`src/rtl/split_bus_pkg.sv`:
```
// Shared definitions for the serial split bus: widths, bus field encodings and
// the initiator port state encoding.
package split_bus_pkg;

    localparam int DEF_ADDR_WIDTH  = 16;
    localparam int DEF_DATA_WIDTH  = 8;
    localparam int DEF_ACK_TIMEOUT = 64;

    localparam logic BUS_MODE_ADDR = 1'b0;
    localparam logic BUS_MODE_DATA = 1'b1;

    localparam logic RW_WRITE = 1'b1;
    localparam logic RW_READ  = 1'b0;

    typedef enum logic [2:0] {
        ST_IDLE       = 3'd0,
        ST_REQ        = 3'd1,
        ST_ADDR       = 3'd2,
        ST_WDATA      = 3'd3,
        ST_WAIT_ACK   = 3'd4,
        ST_RDATA      = 3'd5,
        ST_SPLIT_WAIT = 3'd6
    } state_e;

endpackage

```
`src/rtl/split_init_shifter.sv`:
```
// LSB-first parallel-in/serial-out shifter shared by the address and write-data phases.
// o_bit is the bit to put on the wire this cycle; o_last marks the final bit of the load.
module split_init_shifter
    import split_bus_pkg::*;
#(
    parameter int WIDTH = DEF_ADDR_WIDTH,
    parameter int CNT_W = $clog2(WIDTH + 1)
) (
    input  logic             clk,
    input  logic             rst_n,
    input  logic             i_load,
    input  logic [WIDTH-1:0] i_data,
    input  logic [CNT_W-1:0] i_last_idx,
    input  logic             i_shift,
    output logic             o_bit,
    output logic             o_last
);

    logic [WIDTH-1:0] r_shreg;
    logic [CNT_W-1:0] r_cnt;
    logic [CNT_W-1:0] r_last_idx;

    always_ff @(posedge clk) begin
        if (!rst_n) begin
            r_shreg    <= '0;
            r_cnt      <= '0;
            r_last_idx <= '0;
        end else if (i_load) begin
            r_shreg    <= i_data;
            r_cnt      <= '0;
            r_last_idx <= i_last_idx;
        end else if (i_shift) begin
            // Counter returns to zero after the final bit so the next load starts clean.
            r_shreg <= r_shreg >> 1;
            r_cnt   <= o_last ? '0 : r_cnt + CNT_W'(1);
        end
    end

    assign o_bit  = r_shreg[0];
    assign o_last = (r_cnt == r_last_idx);

endmodule

```
`src/rtl/split_initiator_port.sv`:
```
// Initiator side of the serial split bus: arbitrates, serializes address and
// write data, then collects the write ack or the (possibly split) read data.
module split_initiator_port
    import split_bus_pkg::*;
#(
    parameter int ADDR_WIDTH  = DEF_ADDR_WIDTH,
    parameter int DATA_WIDTH  = DEF_DATA_WIDTH,
    parameter int ACK_TIMEOUT = DEF_ACK_TIMEOUT
) (
    input  logic                  clk,
    input  logic                  rst_n,
    input  logic                  init_req,
    input  logic [ADDR_WIDTH-1:0] init_addr,
    input  logic [DATA_WIDTH-1:0] init_wdata,
    input  logic                  init_rw,
    output logic                  init_busy,
    output logic [DATA_WIDTH-1:0] init_rdata,
    output logic                  init_rdata_valid,
    output logic                  init_done,
    output logic                  init_error,
    output logic                  arbiter_req,
    input  logic                  arbiter_grant,
    input  logic                  split_grant,
    output logic                  bus_data_out,
    output logic                  bus_data_out_valid,
    output logic                  bus_mode,
    output logic                  bus_rw,
    input  logic                  bus_data_in,
    input  logic                  bus_data_in_valid,
    input  logic                  bus_target_ready,
    input  logic                  bus_target_ack,
    input  logic                  bus_split_ack,
    output logic [2:0]            dbg_state
);

    localparam logic [2:0] S_IDLE       = ST_IDLE;
    localparam logic [2:0] S_REQ        = ST_REQ;
    localparam logic [2:0] S_ADDR       = ST_ADDR;
    localparam logic [2:0] S_WDATA      = ST_WDATA;
    localparam logic [2:0] S_WAIT_ACK   = ST_WAIT_ACK;
    localparam logic [2:0] S_RDATA      = ST_RDATA;
    localparam logic [2:0] S_SPLIT_WAIT = ST_SPLIT_WAIT;

    localparam int TMR_W = $clog2(ACK_TIMEOUT + 1);
    localparam int SH_CW = $clog2(ADDR_WIDTH + 1);
    localparam int RD_CW = $clog2(DATA_WIDTH);

    logic [2:0]            r_state;
    logic [ADDR_WIDTH-1:0] r_addr;
    logic [DATA_WIDTH-1:0] r_wdata;
    logic                  r_rw;
    logic [TMR_W-1:0]      r_timer;
    logic [RD_CW-1:0]      r_bit_cnt;
    logic [DATA_WIDTH-1:0] r_rd_shift;

    logic                  w_start;
    logic                  w_sh_load;
    logic                  w_sh_shift;
    logic                  w_sh_bit;
    logic                  w_sh_last;
    logic [ADDR_WIDTH-1:0] w_sh_data;
    logic [SH_CW-1:0]      w_sh_last_idx;
    logic                  w_timeout;
    logic [DATA_WIDTH-1:0] w_rd_next;

    always_comb begin
        w_start       = (r_state == S_REQ) && arbiter_grant && bus_target_ready;
        // The data phase is loaded on the same edge that emits the last address bit.
        w_sh_load     = w_start || ((r_state == S_ADDR) && arbiter_grant && w_sh_last
                                    && (r_rw == RW_WRITE));
        w_sh_data     = w_start ? r_addr : ADDR_WIDTH'(r_wdata);
        w_sh_last_idx = w_start ? SH_CW'(ADDR_WIDTH - 1) : SH_CW'(DATA_WIDTH - 1);
        w_sh_shift    = ((r_state == S_ADDR) || (r_state == S_WDATA)) && arbiter_grant;
        w_timeout     = (r_timer == TMR_W'(ACK_TIMEOUT - 1));
        w_rd_next     = r_rd_shift;
        w_rd_next[r_bit_cnt] = bus_data_in;
    end

    split_init_shifter #(
        .WIDTH (ADDR_WIDTH),
        .CNT_W (SH_CW)
    ) u_shifter (
        .clk        (clk),
        .rst_n      (rst_n),
        .i_load     (w_sh_load),
        .i_data     (w_sh_data),
        .i_last_idx (w_sh_last_idx),
        .i_shift    (w_sh_shift),
        .o_bit      (w_sh_bit),
        .o_last     (w_sh_last)
    );

    always_ff @(posedge clk) begin
        if (!rst_n) begin
            r_state            <= S_IDLE;
            r_addr             <= '0;
            r_wdata            <= '0;
            r_rw               <= 1'b0;
            r_timer            <= '0;
            r_bit_cnt          <= '0;
            r_rd_shift         <= '0;
            init_busy          <= 1'b0;
            init_rdata         <= '0;
            init_rdata_valid   <= 1'b0;
            init_done          <= 1'b0;
            init_error         <= 1'b0;
            arbiter_req        <= 1'b0;
            bus_data_out       <= 1'b0;
            bus_data_out_valid <= 1'b0;
            bus_mode           <= BUS_MODE_ADDR;
            bus_rw             <= 1'b0;
        end else begin
            init_done          <= 1'b0;
            init_error         <= 1'b0;
            init_rdata_valid   <= 1'b0;
            bus_data_out       <= 1'b0;
            bus_data_out_valid <= 1'b0;
            bus_mode           <= BUS_MODE_ADDR;

            case (r_state)
                S_IDLE: begin
                    if (init_req) begin
                        r_addr      <= init_addr;
                        r_wdata     <= init_wdata;
                        r_rw        <= init_rw;
                        bus_rw      <= init_rw;
                        arbiter_req <= 1'b1;
                        init_busy   <= 1'b1;
                        r_state     <= S_REQ;
                    end
                end
                S_REQ: begin
                    if (w_start) r_state <= S_ADDR;
                end
                S_ADDR, S_WDATA: begin
                    if (!arbiter_grant) begin
                        init_error  <= 1'b1;
                        arbiter_req <= 1'b0;
                        init_busy   <= 1'b0;
                        r_state     <= S_IDLE;
                    end else begin
                        bus_data_out_valid <= 1'b1;
                        bus_data_out       <= w_sh_bit;
                        bus_mode           <= (r_state == S_WDATA) ? BUS_MODE_DATA : BUS_MODE_ADDR;
                        if (w_sh_last) begin
                            r_timer   <= '0;
                            r_bit_cnt <= '0;
                            if (r_state == S_WDATA)      r_state <= S_WAIT_ACK;
                            else if (r_rw == RW_WRITE)   r_state <= S_WDATA;
                            else                         r_state <= S_RDATA;
                        end
                    end
                end
                S_WAIT_ACK: begin
                    if (bus_target_ack) begin
                        init_done   <= 1'b1;
                        arbiter_req <= 1'b0;
                        init_busy   <= 1'b0;
                        r_state     <= S_IDLE;
                    end else if (w_timeout) begin
                        init_error  <= 1'b1;
                        arbiter_req <= 1'b0;
                        init_busy   <= 1'b0;
                        r_state     <= S_IDLE;
                    end else begin
                        r_timer <= r_timer + TMR_W'(1);
                    end
                end
                S_RDATA: begin
                    // A received bit outranks a split offered in the same cycle.
                    if (bus_data_in_valid) begin
                        r_rd_shift <= w_rd_next;
                        r_bit_cnt  <= r_bit_cnt + RD_CW'(1);
                        r_timer    <= '0;
                        if (r_bit_cnt == RD_CW'(DATA_WIDTH - 1)) begin
                            init_rdata       <= w_rd_next;
                            init_rdata_valid <= 1'b1;
                            init_done        <= 1'b1;
                            arbiter_req      <= 1'b0;
                            init_busy        <= 1'b0;
                            r_state          <= S_IDLE;
                        end
                    end else if (bus_split_ack && (r_bit_cnt == '0)) begin
                        arbiter_req <= 1'b0;
                        r_state     <= S_SPLIT_WAIT;
                    end else if (w_timeout) begin
                        init_error  <= 1'b1;
                        arbiter_req <= 1'b0;
                        init_busy   <= 1'b0;
                        r_state     <= S_IDLE;
                    end else begin
                        r_timer <= r_timer + TMR_W'(1);
                    end
                end
                S_SPLIT_WAIT: begin
                    if (split_grant) begin
                        r_bit_cnt <= '0;
                        r_timer   <= '0;
                        r_state   <= S_RDATA;
                    end
                end
                default: r_state <= S_IDLE;
            endcase
        end
    end

    assign dbg_state = r_state;

endmodule

```
`config.mk`:
```
export PLATFORM = sky130hd
export DESIGN_NAME = split_initiator_port
export DESIGN_NICKNAME = d
export VERILOG_FILES = /design/src/rtl/split_bus_pkg.sv /design/src/rtl/split_init_shifter.sv /design/src/rtl/split_initiator_port.sv
export SDC_FILE = /design/constraint.sdc
export NUM_CORES = 1
export LEC_CHECK = 0
export BUFFER_PORTS_ARGS = -buffer_cell sky130_fd_sc_hd__buf_2
export CAP_MARGIN = 40
export CORE_MARGIN = 2
export CORE_UTILIZATION = 51
export DETAILED_ROUTE_END_ITERATION = 10
export MAX_ROUTING_LAYER = met4
export PLACE_DENSITY = 0.81
export SYNTH_ARGS = -nofsm -noshare
export SYNTH_HDL_FRONTEND = slang
export SYNTH_SLANG_ARGS = --single-unit
```
`constraint.sdc`:
```
create_clock -name clk -period 2.15 [get_ports clk]
set_clock_uncertainty 0.2 [all_clocks]
set_input_delay 0.3225 -clock clk [delete_from_list [all_inputs] [get_ports clk]]
set_output_delay 0.3225 -clock clk [all_outputs]
set_load 0.01 [all_outputs]
```
==> metrics.csv <==
stage;metric;value;unit
global_routing;largest net degree at the start of global routing;28;
place;port buffer count;54;
pwr;Comb power frac;29.2;%
detailed_routing;drt first pass iters;4;
floorplan;Die H;90.4;µm
synthesis;Synth top area share;44.7;%
hold_path;hold_sp;init_addr[13];
detailed_routing;1st-iter DRT viols;281;
synthesis;xor-xnor portion of the synthesized cell area;1.15;%
status;failing checks;negative setup slack;
synthesis;mux cell area share after synthesis;5.26;%
worst_setup_path;crit path DAT;2.35;ns
worst_setup_path;slowest CP cell;or4_4;
global_routing;first-pass GRT wire length;14.9;mm
floorplan;die area;0.00816;mm²
synthesis;largest family of logic cells by synthesized area;simple AND/OR/NAND/NOR gates;
detailed_routing;final WL;9.10;mm
clock_tree;clock slew at reported path FFs;0.08;ns
worst_setup_path;crit path launch type;flop;
final_layout;area of the multi-input gates;0.00195;mm²
detailed_routing;wire per inst;14.2;µm
worst_setup_path;Critical R2R Launch;u_shifter.r_last_idx[2];
detailed_routing;routed vias/inst;5.47;
global_routing;initial antenna violation count;0;
synthesis;Yosys top cell by area;dfxtp_1;
synthesis;Post-synth EDFFs;0;
floorplan;Cell Rows;31;
synthesis;cell area after synthesis;0.00380;mm²
global_routing;Overflow after GRT;0;
timing;final hold vios;0;
timing;fmax;442;MHz
global_routing;Total GRT Usage;23.0;%
detailed_routing;via count;3496;
hold_path;Hold Crit Class;input port to flop;
synthesis;most frequent cell after synthesis;nand2_1;
synthesis;Synth Register Bits;85;
final_layout;Seq. cell area;0.00171;mm²
synthesis;post-synthesis cell count;458;
final_layout;# diodes;0;
worst_setup_path;reg2reg end;r_bit_cnt[2];
worst_setup_path;CP Capture Type;flop;
timing;fin crit share;105;%
pwr;Psw;1.40;mW
timing;Slew Limit Headroom;68.2;%
floorplan;chip width;90.4;µm
pwr;Clk pwr share;27.7;%
pwr;Leak;1.92;nW
floorplan;core area;0.00725;mm²
floorplan;I/O pins;55;
place;RD Place Congestion;0.933;
clock_tree;CTS max path bufs;2;
synthesis;Yosys warnings;0;
hold_path;Hold Path End;r_addr[13];
synthesis;ys async rst share;0;%
clock_tree;clk sinks;85;
final_layout;Fillers;611;
detailed_routing;Antenna Nets Post-Route;0;
place;Post-DP Area;0.00432;mm²
worst_setup_path;Critical Path Fanout Max;6;
hold_path;Min-Delay Path Depth;3;
worst_setup_path;Worst EP required;2.24;ns
clock_tree;CTS Buf Count;9;
timing;final hold slack;0.00602;ns
worst_setup_path;Crit Path Class;flop to flop;
synthesis;Seq/Total Area, Yosys;44.7;%
timing;TNS Setup;-0.739;ns
status;outcome;complete, but fails checks;
synthesis;predominant post-synthesis flop cell;dfxtp_1;
worst_setup_path;Buf/Inv on CP;0;
pwr;Tot Pwr;4.42;mW
place;dpl cells;612;
clock_tree;H-tree depth;3;
global_routing;vias in the first global route;3242;
floorplan;Initial Utilization;52.4;%
synthesis;Syn Area/Cell;8.30;µm²
final_layout;Final Non-Filler Cells;639;
final_layout;Layout area overhead;22.8;%
worst_setup_path;CP max stage delay;0.54;ns
pwr;switching share of power;31.7;%
synthesis;Post-synth top cells;nand2_1 (90), dfxtp_1 (85), a21oi_1 (50), nor2_1 (44), clkbuf_1 (26);
worst_setup_path;worst-case reg-to-reg path depth;5;
synthesis;Synth Area in Simple Gates;23.2;%
place;pre-CTS WS;-0.0977;ns
timing;Final min period;2.26;ns
clock_tree;TritonCTS clock tree;yes;
synthesis;top cells by area, synth;dfxtp_1 (45%), nand2_1 (8.9%), a21oi_1 (6.6%);
synthesis;Distinct cells, synth;48;
timing;Final Max Slew Viols;0;
timing;final setup fails;11;
pwr;maximum vdd ir drop;686;µV
final_layout;ratio of cells with drive above 1 in the final layout;23.5;%
synthesis;Synthesized Nets;498;
detailed_routing;# DRC;0;
timing;setup repair after global routing missed its margin;true;
pwr;internal cell power;3.02;mW
final_layout;final core occ;64.4;%
pwr;power per cell area;946;mW/mm²
clock_tree;Clock Latency Late Sink;0.36;ns
final_layout;Post-Layout Inst Area;0.00467;mm²
run;Max Cap Viol;0;
worst_setup_path;r2r setup slk;-0.11;ns
timing;final setup margin;-0.111;ns
final_layout;final net count;576;
worst_setup_path;cell family with most CP delay;compound AO/OA/AOI/OAI gates;
timing;Worst Max-Slew Pin Slew;0.470;ns
pwr;Seq pwr share;43.1;%
worst_setup_path;CP cell instances;or4_4 -> a211o_4 -> a221o_1 -> or2_0 -> a21oi_1;
synthesis;post-synthesis adder-cell area fraction;1.64;%
clock_tree;Root Driver;clkbuf_8;
place;post-DP HPWL;6.26;mm
synthesis;Compound-Gate Fraction of Synth Area;19.3;%
power by group through the flow:
stage                     logic, mW  registers, mW  clock network, mW
after floorplan               0.831           1.90                  0
after global placement         1.17           1.92                  0
after detailed placement       1.22           1.93                  0
after CTS                      1.26           1.90               1.22
after global routing           1.41           1.93               1.31
final                          1.29           1.90               1.22
what timing repair did:
| action | in CTS | in global routing |
|---|---|---|
| pin swaps | 3 | 3 |
| buffers inserted | 2 | 1 |
| endpoints found under the hold margin | 8 | 1 |
| hold buffers | 8 | 1 |
| gates resized for setup | 1 | 5 |
| endpoints found under the setup margin | 12 | 21 |
per-layer routing:
layer | vias to the layer above | GRT usage, % | share of wire [%]
li1 | 1772 | - | -
met1 | 1631 | 28.2 | 46
met2 | 80 | 38.0 | 49
met3 | 13 | 4.42 | 4.2
met4 | 0 | 8.21 | 1.4
met5 | - | - | 0
area by class of cell:
cell class                      count  area share, %
Multi-Input combinational cell    334           41.8
Sequential cell                    85           36.5
Timing Repair Buffer              100           13.9
Clock buffer                       11           3.03
Tap cell                           99           2.65
Clock inverter                      4           1.55
Inverter                            6          0.482
layout by cell type (no fill, tap or decap), types with 2 or more instances in the layout:
cell / synthesis / layout
a211oi_1: 17 / 17
a211oi_2: 4 / 3
a21oi_1: 50 / 50
a311oi_1: 12 / 12
and2_1: 2 / 2
and3_1: 11 / 11
and3b_1: 2 / 2
and4b_1: 2 / 2
buf_2: 2 / 54
buf_4: 2 / 36
bufinv_16: 0 / 2
clkbuf_8: 0 / 10
dfxtp_1: 85 / 82
dfxtp_2: 0 / 3
dlygate4sd3_1: 0 / 9
ha_1: 5 / 5
inv_1: 5 / 5
mux2_2: 8 / 8
mux2i_1: 11 / 11
nand2_1: 90 / 90
nand2b_1: 3 / 3
nand3_1: 6 / 6
nand3b_1: 2 / 2
nand4_1: 5 / 5
nor2_1: 44 / 44
nor3_1: 6 / 6
nor3b_1: 3 / 3
o211ai_1: 3 / 3
o21ai_0: 20 / 19
o32ai_1: 2 / 2
or2_0: 2 / 2
or3_1: 3 / 3
xor2_1: 4 / 4
state kept, by name (all words and copies together), names as in the netlist, 2 cells and up:
signal                count
r_rd_shift                8
dbg_state                 3
u_shifter.r_last_idx      2
r_timer                   7
r_wdata                   8
r_bit_cnt                 3
r_addr                   16
init_rdata                8
u_shifter.r_cnt           5
u_shifter.r_shreg        16
how the worst max path moves through the flow:
stage | from | to | slack, ns | cells after the start
6_report | u_shifter.r_last_idx[2] | r_bit_cnt[2] | -0.11 | 5
5_1_grt | u_shifter.r_last_idx[2] | r_bit_cnt[2] | -0.21 | 5
4_1_cts | u_shifter.r_last_idx[2] | r_bit_cnt[2] | -0.11 | 5
3_5_place_dp | u_shifter.r_last_idx[2] | r_bit_cnt[2] | -0.1 | 5
3_3_place_gp | u_shifter.r_last_idx[2] | r_bit_cnt[2] | -0.04 | 5
2_1_floorplan | u_shifter.r_cnt[0] | r_bit_cnt[1] | 0.01 | 5
tightest hold or removal path, delay by kind of cell:
kind | cells | cell delay (ns)
buf+inv | 1 | 0.10
simple gates | 1 | 0.04
compound gates | 1 | 0.05
cells by family (layout without fill, tap and decap cells):
logic type,count (synthesis),after routing
AO/OA/AOI/OAI,115,115
XOR/XNOR,5,5
adder cells (fa/ha/maj),5,5
buffers and inverters,39,121
flip-flops,85,85
multiplexers,19,19
AND/OR/NAND/NOR,190,190
Power figures use the tool's default switching activity.
